===== src/rtl/adc_frontend_pkg.sv =====
// Shared constants for the ADC front end: frame reader state codes and the
// default SYNC header word.
package adc_frontend_pkg;

    typedef logic [1:0] frame_rd_state_e;

    localparam frame_rd_state_e ST_IDLE    = 2'd0;
    localparam frame_rd_state_e ST_HDR     = 2'd1;
    localparam frame_rd_state_e ST_SEQ     = 2'd2;
    localparam frame_rd_state_e ST_PAYLOAD = 2'd3;

    localparam logic [15:0] DEFAULT_SYNC_WORD = 16'hA5C3;

endpackage


===== src/rtl/frame_skid_buf.sv =====
// Two-entry FIFO holding {data, sof, last} words between the frame reader's
// producers (header/sequence/FIFO returns) and the output stream.
module frame_skid_buf #(
    parameter int W = 18
) (
    input  logic         clk,
    input  logic         rst,
    input  logic         push,
    input  logic [W-1:0] push_data,
    input  logic         pop,
    output logic [1:0]   occ,
    output logic [W-1:0] head
);

    logic [W-1:0] mem [2];
    logic         wr_ptr;
    logic         rd_ptr;

    always_ff @(posedge clk) begin
        if (rst) begin
            wr_ptr <= 1'b0;
            rd_ptr <= 1'b0;
            occ    <= 2'd0;
        end else begin
            if (push) wr_ptr <= ~wr_ptr;
            if (pop)  rd_ptr <= ~rd_ptr;
            occ <= occ + 2'(push) - 2'(pop);
        end
    end

    // NOTE: storage is left unreset; the top gates every output field with
    // m_valid, so stale entries are never observable.
    always_ff @(posedge clk) begin
        if (push) mem[wr_ptr] <= push_data;
    end

    assign head = mem[rd_ptr];

endmodule


===== src/rtl/adc_frame_reader.sv =====
// Drains the ADC CDC FIFO and emits SYNC / sequence / payload frames on a
// ready/valid stream, with credit-based flow control into a 2-entry buffer.
module adc_frame_reader
    import adc_frontend_pkg::*;
#(
    parameter int               WIDTH     = 16,
    parameter int               FRAME_LEN = 256,
    parameter logic [WIDTH-1:0] SYNC_WORD = WIDTH'(DEFAULT_SYNC_WORD)
) (
    input  logic             rd_clk,
    input  logic             rd_rst,
    input  logic             enable,
    output logic             fifo_rd_en,
    input  logic [WIDTH-1:0] fifo_rd_data,
    input  logic             fifo_rd_valid,
    input  logic             fifo_rd_empty,
    output logic [WIDTH-1:0] m_data,
    output logic             m_valid,
    input  logic             m_ready,
    output logic             m_sof,
    output logic             m_last,
    output logic [15:0]      frame_cnt,
    output logic             proto_err
);

    localparam int CW = $clog2(FRAME_LEN + 1);

    frame_rd_state_e  state;
    logic [CW-1:0]    req_cnt;
    logic             inflight;
    logic             last_tag;
    logic [WIDTH-1:0] seq;

    logic [1:0]       occ;
    logic [WIDTH+1:0] head;
    logic [WIDTH+1:0] push_word;
    logic             push;
    logic             pop;
    logic [2:0]       fill_next;
    logic             credit;
    logic             last_read;
    logic             hdr_push;
    logic             seq_push;
    logic             ret_push;

    assign m_valid = (occ != 2'd0);
    assign pop     = m_valid & m_ready;
    assign m_data  = m_valid ? head[WIDTH+1:2] : '0;
    assign m_sof   = m_valid & head[1];
    assign m_last  = m_valid & head[0];

    // An issued read owns a buffer slot until its data returns next cycle.
    assign fill_next = {1'b0, occ} + {2'b00, inflight} - {2'b00, pop};
    assign credit    = (fill_next < 3'd2);

    assign last_read  = (req_cnt == CW'(FRAME_LEN - 1));
    assign fifo_rd_en = !rd_rst && (state == ST_PAYLOAD) && credit &&
                        !fifo_rd_empty && (req_cnt < CW'(FRAME_LEN));
    assign hdr_push   = (state == ST_HDR) && credit && !inflight;
    assign seq_push   = (state == ST_SEQ) && credit;
    assign ret_push   = fifo_rd_valid && inflight;
    assign push       = ret_push | hdr_push | seq_push;

    // NOTE: every path through a combinational block assigns a default
    // first, so no latch can be inferred.
    always_comb begin
        push_word = '0;
        if (ret_push)      push_word = {fifo_rd_data, 1'b0, last_tag};
        else if (hdr_push) push_word = {SYNC_WORD, 1'b1, 1'b0};
        else if (seq_push) push_word = {seq, 1'b0, 1'b0};
    end

    frame_skid_buf #(.W(WIDTH + 2)) u_buf (
        .clk       (rd_clk),
        .rst       (rd_rst),
        .push      (push),
        .push_data (push_word),
        .pop       (pop),
        .occ       (occ),
        .head      (head)
    );

    // NOTE: state registers use non-blocking assignments so every register
    // samples pre-edge values regardless of statement order.
    always_ff @(posedge rd_clk) begin
        if (rd_rst) begin
            state     <= ST_IDLE;
            req_cnt   <= '0;
            inflight  <= 1'b0;
            last_tag  <= 1'b0;
            seq       <= '0;
            frame_cnt <= '0;
            proto_err <= 1'b0;
        end else begin
            inflight <= fifo_rd_en;
            if (fifo_rd_en)                 last_tag  <= last_read;
            if (fifo_rd_valid && !inflight) proto_err <= 1'b1;
            if (pop && m_last)              frame_cnt <= frame_cnt + 16'd1;

            case (state)
                ST_IDLE: if (enable) state <= ST_HDR;
                ST_HDR:  if (hdr_push) state <= ST_SEQ;
                ST_SEQ: begin
                    if (seq_push) begin
                        seq   <= seq + WIDTH'(1);
                        state <= ST_PAYLOAD;
                    end
                end
                ST_PAYLOAD: begin
                    if (fifo_rd_en) begin
                        if (last_read) begin
                            req_cnt <= '0;
                            state   <= enable ? ST_HDR : ST_IDLE;
                        end else begin
                            req_cnt <= req_cnt + CW'(1);
                        end
                    end
                end
                default: state <= ST_IDLE;
            endcase
        end
    end

endmodule


===== config.mk =====
export PLATFORM = sky130hd
export DESIGN_NAME = adc_frame_reader
export DESIGN_NICKNAME = d
export VERILOG_FILES = /design/src/rtl/adc_frontend_pkg.sv /design/src/rtl/frame_skid_buf.sv /design/src/rtl/adc_frame_reader.sv
export SDC_FILE = /design/constraint.sdc
export NUM_CORES = 1
export LEC_CHECK = 0
export ABC_AREA = 1
export ABC_CLOCK_PERIOD_IN_PS = 3950
export CORE_ASPECT_RATIO = 1.2
export CORE_UTILIZATION = 40
export CTS_CLUSTER_SIZE = 25
export DETAILED_ROUTE_END_ITERATION = 10
export PLACE_DENSITY_LB_ADDON = 0.08
export SLEW_MARGIN = 30
export SYNTH_ARGS = -nofsm -noshare
export SYNTH_HDL_FRONTEND = slang
export SYNTH_SLANG_ARGS = --single-unit

===== constraint.sdc =====
create_clock -name rd_clk -period 3.95 [get_ports rd_clk]
set_input_delay 0.79 -clock rd_clk [delete_from_list [all_inputs] [get_ports rd_clk]]
set_output_delay 0.79 -clock rd_clk [all_outputs]
set_load 0.01 [all_outputs]

==> flow_summary.ini <==
[detailed_routing]
drt_iter0_markers = 179
drc = 0
drt-wirelength-per-cell_um = 12.38
routed_via_density = 4.882
antenna_left = 0
postRouteWirelength_um = 8827
vias = 3481
dr.pass1.iters = 4

[timing]
skew_ns = 0.003510
setup_viol = 0
slew_headroom_pct = 42.50
setup_tns_ns = 0
rsz0062_at_grt = false
max_freq_mhz = 282.7
finalMaxSlewViolations = 0
whs_ns = 0.4440
setup_ws_ns = 0.4130
min_period_over_period_pct = 89.55
tightest_slew_ns = 0.8615
finalHoldViolCount = 0
min_period_ns = 3.537

[critical_path]
cp_max_fo = 2
cpPeakStageDelay_ns = 0.53
slowest_stage = fa_1
worstSetupStartpointType = primary input
cp_cell_sequence = clkdlybuf4s50_1, inv_1, nor2_1, ha_1, inv_1, nand2_1, fa_1, nand3_4, nor2_4, dlymetal6s2s_1
rr_worst_depth = 16
required_ns = 3.16
critPathArrivalTime_ns = 2.75
end_kind = primary output
criticalPathCategory = primary input to primary output
cpMostUsedCell = inv_1

[grt]
grt_overflow_total = 0
antenna_found_initial = 0
grt_max_degree = 28
grt_pass1_wl_um = 14860
track_usage_pct = 17.68
grt_pass1_vias = 3282

[clock_tree]
cts-root-buf = clkbuf_16
h-tree-depth = 3
clock_sinks = 87
postCtsHoldBufs = 0
clk_path_buf_depth = 2
cts_tree = done
clk_latency_ns = 0.33
clk_pin_slew_ns = 0.06
cts_buffers = 9

[floorplanning]
dieArea_mm2 = 0.01092
chipHeight_um = 114.3
die_w_um = 95.55
coreArea_mm2 = 0.01011
initial_core_util_pct = 41.55
ioPinCount = 59
rows = 40

[placement]
hpwl_um = 6374
gp_congestion = 0.7719
port_buffers = 58
detailedPlace.worstSlack_ns = 0.02005

[synth]
yosysSeqAreaShare_pct = 50.04
ys_top_cells_by_count = nand2_1 (138), a21oi_1 (57), inv_1 (57)
async_reset_ff_share_pct = 0
synthMuxAreaShare_pct = 0
synth.most_common_cell = nand2_1
synth_warnings = 0
yosys.area.top_type_share_pct = 25.74
ys.flop_type = dfxtp_1
yosys.area_share.simple_pct = 27.38
synth_compound_area_share_pct = 11.26
syn-cell-area_mm2 = 0.004200
synth_top_family_by_area = simple AND/OR/NAND/NOR gates
synth_seq_cells = 87
synth_xor_area_share_pct = 0.2085
synth_edf_count = 36
synth.distinct_cells = 34
postSynthAreaPerCell_um2 = 8.140
synth_fa_ha_area_share_pct = 3.753
synth_top_cell_by_area = edfxtp_1
syn_inst = 516
synth_nets = 550
synth_area_leaders = edfxtp_1 (26%), dfxtp_1 (24%), nand2_1 (12%)

[finish]
diodes = 0
n_fill_cell = 985
regArea_mm2 = 0.002102
final_nets = 617
drive_above_1_share_pct = 7.666
syn_to_final_growth_pct = 24.40
multiInputGateArea_mm2 = 0.001789

[outcome]
status = finished, final reports clean

[worst_hold_path]
hp-class = flop to flop
hold_depth = 2

[power]
p_leak_nw = 2.011
ir_drop_v = 0.0002387
powerDensity_mw_per_mm2 = 532.9

[job]
maxCapViolCount = 0
==> kinds of logic after synthesis <==
logic type,Yosys count
buf+inv,75
simple gates,253
fa+ha+maj,12
flops,87
compound gates,88
xor+xnor,1
==> power breakdown <==
group          total [mW]  leakage (nW)  switching [mW]  internal (mW)
registers            1.20         0.755          0.0664           1.13
logic               0.846          1.13           0.491          0.355
clock network       0.738         0.127           0.321          0.417
total                2.78          2.01           0.878           1.91
==> layout make-up <==
| class | count | area share (%) |
|---|---|---|
| multi-input cells | 354 | 34.24 |
| clock buffers | 10 | 4.382 |
| repair buffers | 67 | 12.93 |
| flip-flops and latches | 87 | 40.23 |
| clock inverters | 5 | 0.5029 |
| well taps | 126 | 3.017 |
| inverters | 64 | 4.693 |
==> sequential cells by signal (all words and copies together), names as in the netlist, 2 cells and up, named ones only <==
name and cells:
req_cnt 9, seq 16, u_buf.occ 2, state 2
u_buf.mem 36, frame_cnt 16
==> per-layer routing <==
metal	track usage, %	vias up	wire [µm]
met3	3.785	6	383
li1	-	1830	-
met4	6.567	0	87
met5	0	-	0
met2	29.90	60	4345
met1	21.93	1585	4011
==> repair_timing <==
action / in CTS / in global routing
resized for setup: 0 / 3
buffers inserted: 0 / 0
setup endpoints to repair: 0 / 1
==> final timing paths <==
path                     start              end  slack, ns
hold / removal      req_cnt[4]       req_cnt[4]       0.44
setup / recovery       m_ready       fifo_rd_en       0.41
setup reg to reg  u_buf.occ[1]  u_buf.mem[0][8]       0.81
hold reg to reg     req_cnt[4]       req_cnt[4]       0.44
==> metrics by stage <==
step                cell area, µm²  total power [mW]  utilization [%]  instances
floorplan                     4200             1.732                -        516
global placement              4965             2.057            49.11        698
detailed placement            4965             2.079            49.11        698
CTS                           5220             2.828            51.63        713
global route                  5225             2.971            51.68        713
finish                        5225             2.784            51.68        713
==> layout by cell type, fill, tap and decap left out, types with 2 or more instances in the layout <==
cell type	instances
nand2_1	138
inv_1	57
a21oi_1	57
clkdlybuf4s50_1	57
nor2_1	55
dfxtp_1	51
edfxtp_1	36
nand3_1	20
o21ai_0	17
nor3_1	12
ha_1	11
clkbuf_16	9
o31ai_1	8
buf_4	7
nor2_4	6
inv_2	5
nand4_1	5
nand2_2	4
nor3b_1	3
a31oi_1	3
nand3b_1	3
inv_4	2
nand3_4	2
clkinv_2	2
clkinv_1	2
buf_12	2
==> worst max-delay path, delay by kind of cell <==
| kind | cells | cell delay, ns |
|---|---|---|
| adder cells (fa/ha/maj) | 2 | 0.78 |
| AND/OR/NAND/NOR | 4 | 0.41 |
| buffers and inverters | 4 | 0.75 |
Power figures use the tool's default switching activity.
==> edit 1: new RTL, config.mk and constraints unchanged <==
Make the reset (`rd_rst` and `rst`) asynchronous in 2 clocked blocks.
--- a/src/rtl/frame_skid_buf.sv
+++ b/src/rtl/frame_skid_buf.sv
@@ -17,5 +17,5 @@
     logic         rd_ptr;
 
-    always_ff @(posedge clk) begin
+    always_ff @(posedge clk or posedge rst) begin
         if (rst) begin
             wr_ptr <= 1'b0;
--- a/src/rtl/adc_frame_reader.sv
+++ b/src/rtl/adc_frame_reader.sv
@@ -83,5 +83,5 @@
     // NOTE: state registers use non-blocking assignments so every register
     // samples pre-edge values regardless of statement order.
-    always_ff @(posedge rd_clk) begin
+    always_ff @(posedge rd_clk or posedge rd_rst) begin
         if (rd_rst) begin
             state     <= ST_IDLE;
Behaviour: differs if rd_rst is asserted again (counterexample within 4 cycles, from zero or initial values and one cycle with rd_rst high); with rd_rst held inactive, the same outputs for 10 cycles.
==> edit 1 against the original RTL <==
First-iteration DRC count down 10%; via count down 7.7%; total power up 32%; sequential cell count down 1; die area up 2.1%; routed wire length down 0.97%; critical path depth unchanged; hold slack worse by 0.066 ns; sequential power up 13%; worst setup slack worse by 0.0071 ns; clock skew up 0.0040 ns; synthesized area up 2.1%; cell area up 3.2%; critical path type unchanged; largest cell class unchanged.
==> edit 1: results (changes against the original RTL) <==
stage	metric	value	unit	change
synth	Syn Area/Cell	8.98	um2	+10%
placement	placed cell count	667		-4.4%
drt	final wirelength	8740	um	-0.97%
synth	share of flip-flops with an asynchronous set or reset	0.581		+0.581
clock_network	CTS resizes	1		+1
critical_path	CP peak stage delay	0.58	ns	+0.05 ns
placement	Place WS	0.0115	ns	-0.00855 ns
synth	Netlist cell types	30		-12%
grt	GRT Overall Usage	0.176		-0.000914
placement	routability congestion estimate	0.809		+4.9%
grt	pin count of the biggest net entering global routing	51		+82%
drt	Iter 0 DRT Violations	161		-10%
sta	worst-margin pin slew	0.616	ns	-0.246 ns
synth	sequential fraction of the synthesis area	0.544		+0.0432
grt	vias in the first global route	3110		-5.2%
drt	DR vias/cell	4.70		-3.7%
grt	first-pass GRT wire length	14900	um	+0.37%
final_layout	final net count	583		-5.5%
final_layout	share of cells above drive strength 1	0.0848		+0.00818
power	Leak Pwr	2.38	nW	+18%
clock_network	H-tree depth	3		unchanged
power	worst-case vdd ir drop	268	uV	+12%
synth	top cells by count, synth	nand2_1, dfrtp_1, nor2_1		
final_layout	Non-Filler Instances	683		-4.2%
sta	post-route clock skew	0.00752	ns	+0.00401 ns
synth	syn nets	512		-6.9%
synth	Area contributors post-synth	dfrtp_1, edfxtp_1, nand2_1, xor2_1, nor2_1		
placement	Post-DP Area	0.00507	mm2	+2.1%
placement	DP HPWL	6360	um	-0.30%
outcome	outcome	complete, no violations		
synth	synth warn	0		unchanged
==> edit 1: cell types whose count changed after synthesis, moves of 7 or more <==
cell,delta
nor2_1,-10
dfrtp_1,+50
xor2_1,+21
dfxtp_1,-51
a21oi_1,-28
o31ai_1,-8
inv_1,-17
xnor2_1,+7
nand2_1,+15
==> edit 1: cell families after synthesis <==
logic type	synth area share
AND/OR/NAND/NOR	0.260
flip-flops	0.544
buffers and inverters	0.0513
AO/OA/AOI/OAI	0.0496
XOR/XNOR	0.0592
adder cells (fa/ha/maj)	0.0367
==> edit 1: layout make-up <==
class | instances | area (um2)
fill | 1007 | 5070
sequential | 86 | 2330
multi-input combinational | 338 | 1740
timing repair buffer | 70 | 673
clock buffer | 11 | 243
inverter | 44 | 168
tap | 129 | 161
clock inverter | 5 | 73.8
==> edit 1: routing by layer <==
metal	routed length, um	global-route usage	vias up
li1	-	-	1680
met1	4140	0.237	1469
met2	4160	0.282	52
met3	305	0.0322	11
met4	139	0.0676	0
met5	0	0	-
==> edit 1: final timing paths <==
path / to / depth (start not counted) / slack, ns / startpoint
hold / removal: req_cnt[8]$_DFFE_PP0P_ / 0 / 0.38 / req_cnt[8]$_DFFE_PP0P_
setup / recovery: fifo_rd_en / 10 / 0.41 / m_ready
setup reg to reg: u_buf.mem[1][13]$_DFFE_PP_ / 16 / 0.94 / u_buf.occ[1]$_DFF_PP0_
hold reg to reg: req_cnt[8]$_DFFE_PP0P_ / 0 / 0.38 / req_cnt[8]$_DFFE_PP0P_
max in group asynchronous: seq[5]$_DFFE_PP0P_ / 2 / 2.62 / rd_rst
min in group asynchronous: req_cnt[3]$_DFFE_PP0P_ / 2 / 0.92 / rd_rst
==> edit 1: power breakdown <==
| part | switching, mW | internal (mW) |
|---|---|---|
| Clock | 0.326 | 0.567 |
| Sequential | 0.148 | 1.21 |
| Combinational | 0.782 | 0.645 |
==> edit 2: new RTL, same settings <==
Made on the original files. Change the parameter `WIDTH` from 16 to 14.
--- a/src/rtl/adc_frame_reader.sv
+++ b/src/rtl/adc_frame_reader.sv
@@ -4,5 +4,5 @@
     import adc_frontend_pkg::*;
 #(
-    parameter int               WIDTH     = 16,
+    parameter int               WIDTH     = 14,
     parameter int               FRAME_LEN = 256,
     parameter logic [WIDTH-1:0] SYNC_WORD = WIDTH'(DEFAULT_SYNC_WORD)
Interface: changed (resized fifo_rd_data and m_data); port bits go from 59 to 55. The function was not compared with the original's and may differ.
==> edit 2 against the original RTL <==
Worst setup slack lost 0.15 ns; clock power grew 29%; fmax shrank 4.0%; non-clock buffer count shrank 4; routed wire length shrank 4.6%; cell area shrank 2.4%; synthesized area shrank 3.6%; utilization grew 1.1 points; clock skew grew 0.0026 ns; sequential share of layout area shrank 2.1 points; sequential cell count shrank 6; total power grew 4.4%; via count shrank 4.5%.
==> edit 2: results (changes against the original RTL) <==
stage	metric	value	unit	change
outcome	outcome	complete, no violations		
power	Leak Pwr	1.92	nW	-4.4%
synth	Synth Area in XOR/XNOR	0.0108		+0.00873
placement	placed cell count	670		-4.0%
synth	synthesized instance count	495		-4.1%
final_layout	Non-Filler Instances	686		-3.8%
placement	Place WS	-0.00866	ns	-0.0287 ns
sta	Max-Slew Margin vs Limit	0.553		+0.128
power	total power	2.91	mW	+4.4%
grt	GRT Overall Usage	0.172		-0.00509
power	clock group total power	0.950	mW	+29%
worst_hold_path	WHS Endpoint	u_buf.rd_ptr$_SDFFE_PP0P_		
synth	Netlist cell types	39		+15%
synth	Area contributors post-synth	dfxtp_1, edfxtp_1, nand2_1, nor2_1, a21oi_1		
power	worst-case vdd ir drop	261	uV	+9.5%
drt	DR WL met2	4140	um	-4.8%
drt	final wirelength	8420	um	-4.6%
placement	number of I/O port buffers	54		-6.9%
critical_path	CP top delay family	buffers and inverters		
drt	routed wl met3	307	um	-20%
drt	DR vias/cell	4.85		-0.75%
grt	pin count of the biggest net entering global routing	26		-7.1%
critical_path	Reg-to-Reg End	u_buf.mem[0][13]$_DFFE_PP_		
grt	GR Util met3	0.0318		-0.00601
placement	DP HPWL	6080	um	-4.6%
critical_path	Worst EP arrival	2.89	ns	+0.14 ns
worst_hold_path	HP Start	u_buf.rd_ptr$_SDFFE_PP0P_		
-- edit 2: cell types whose count changed after synthesis, moves of 3 or more --
| cell | before | now |
|---|---|---|
| a21oi_1 | 57 | 43 |
| nor2_1 | 55 | 60 |
| nand2_2 | 4 | 7 |
| nor3_1 | 12 | 18 |
| edfxtp_1 | 36 | 32 |
| o21ai_0 | 17 | 14 |
| nand2_1 | 138 | 115 |
-- edit 2: cell type report --
| class | count | area [um2] |
|---|---|---|
| inverters | 63 | 239 |
| repair buffers | 63 | 619 |
| clock inverters | 7 | 119 |
| well taps | 123 | 154 |
| clock buffers | 9 | 225 |
| multi-input cells | 340 | 1800 |
| flip-flops and latches | 81 | 1940 |
| fillers | 942 | 4560 |
-- edit 2: worst register-to-register path, delay by kind of cell (launching register included) --
family	cells	cell delay [ns]
and+or+nand+nor	8	0.84
adders and majority gates	2	0.81
buffers and inverters	6	0.70
DFF	1	0.40
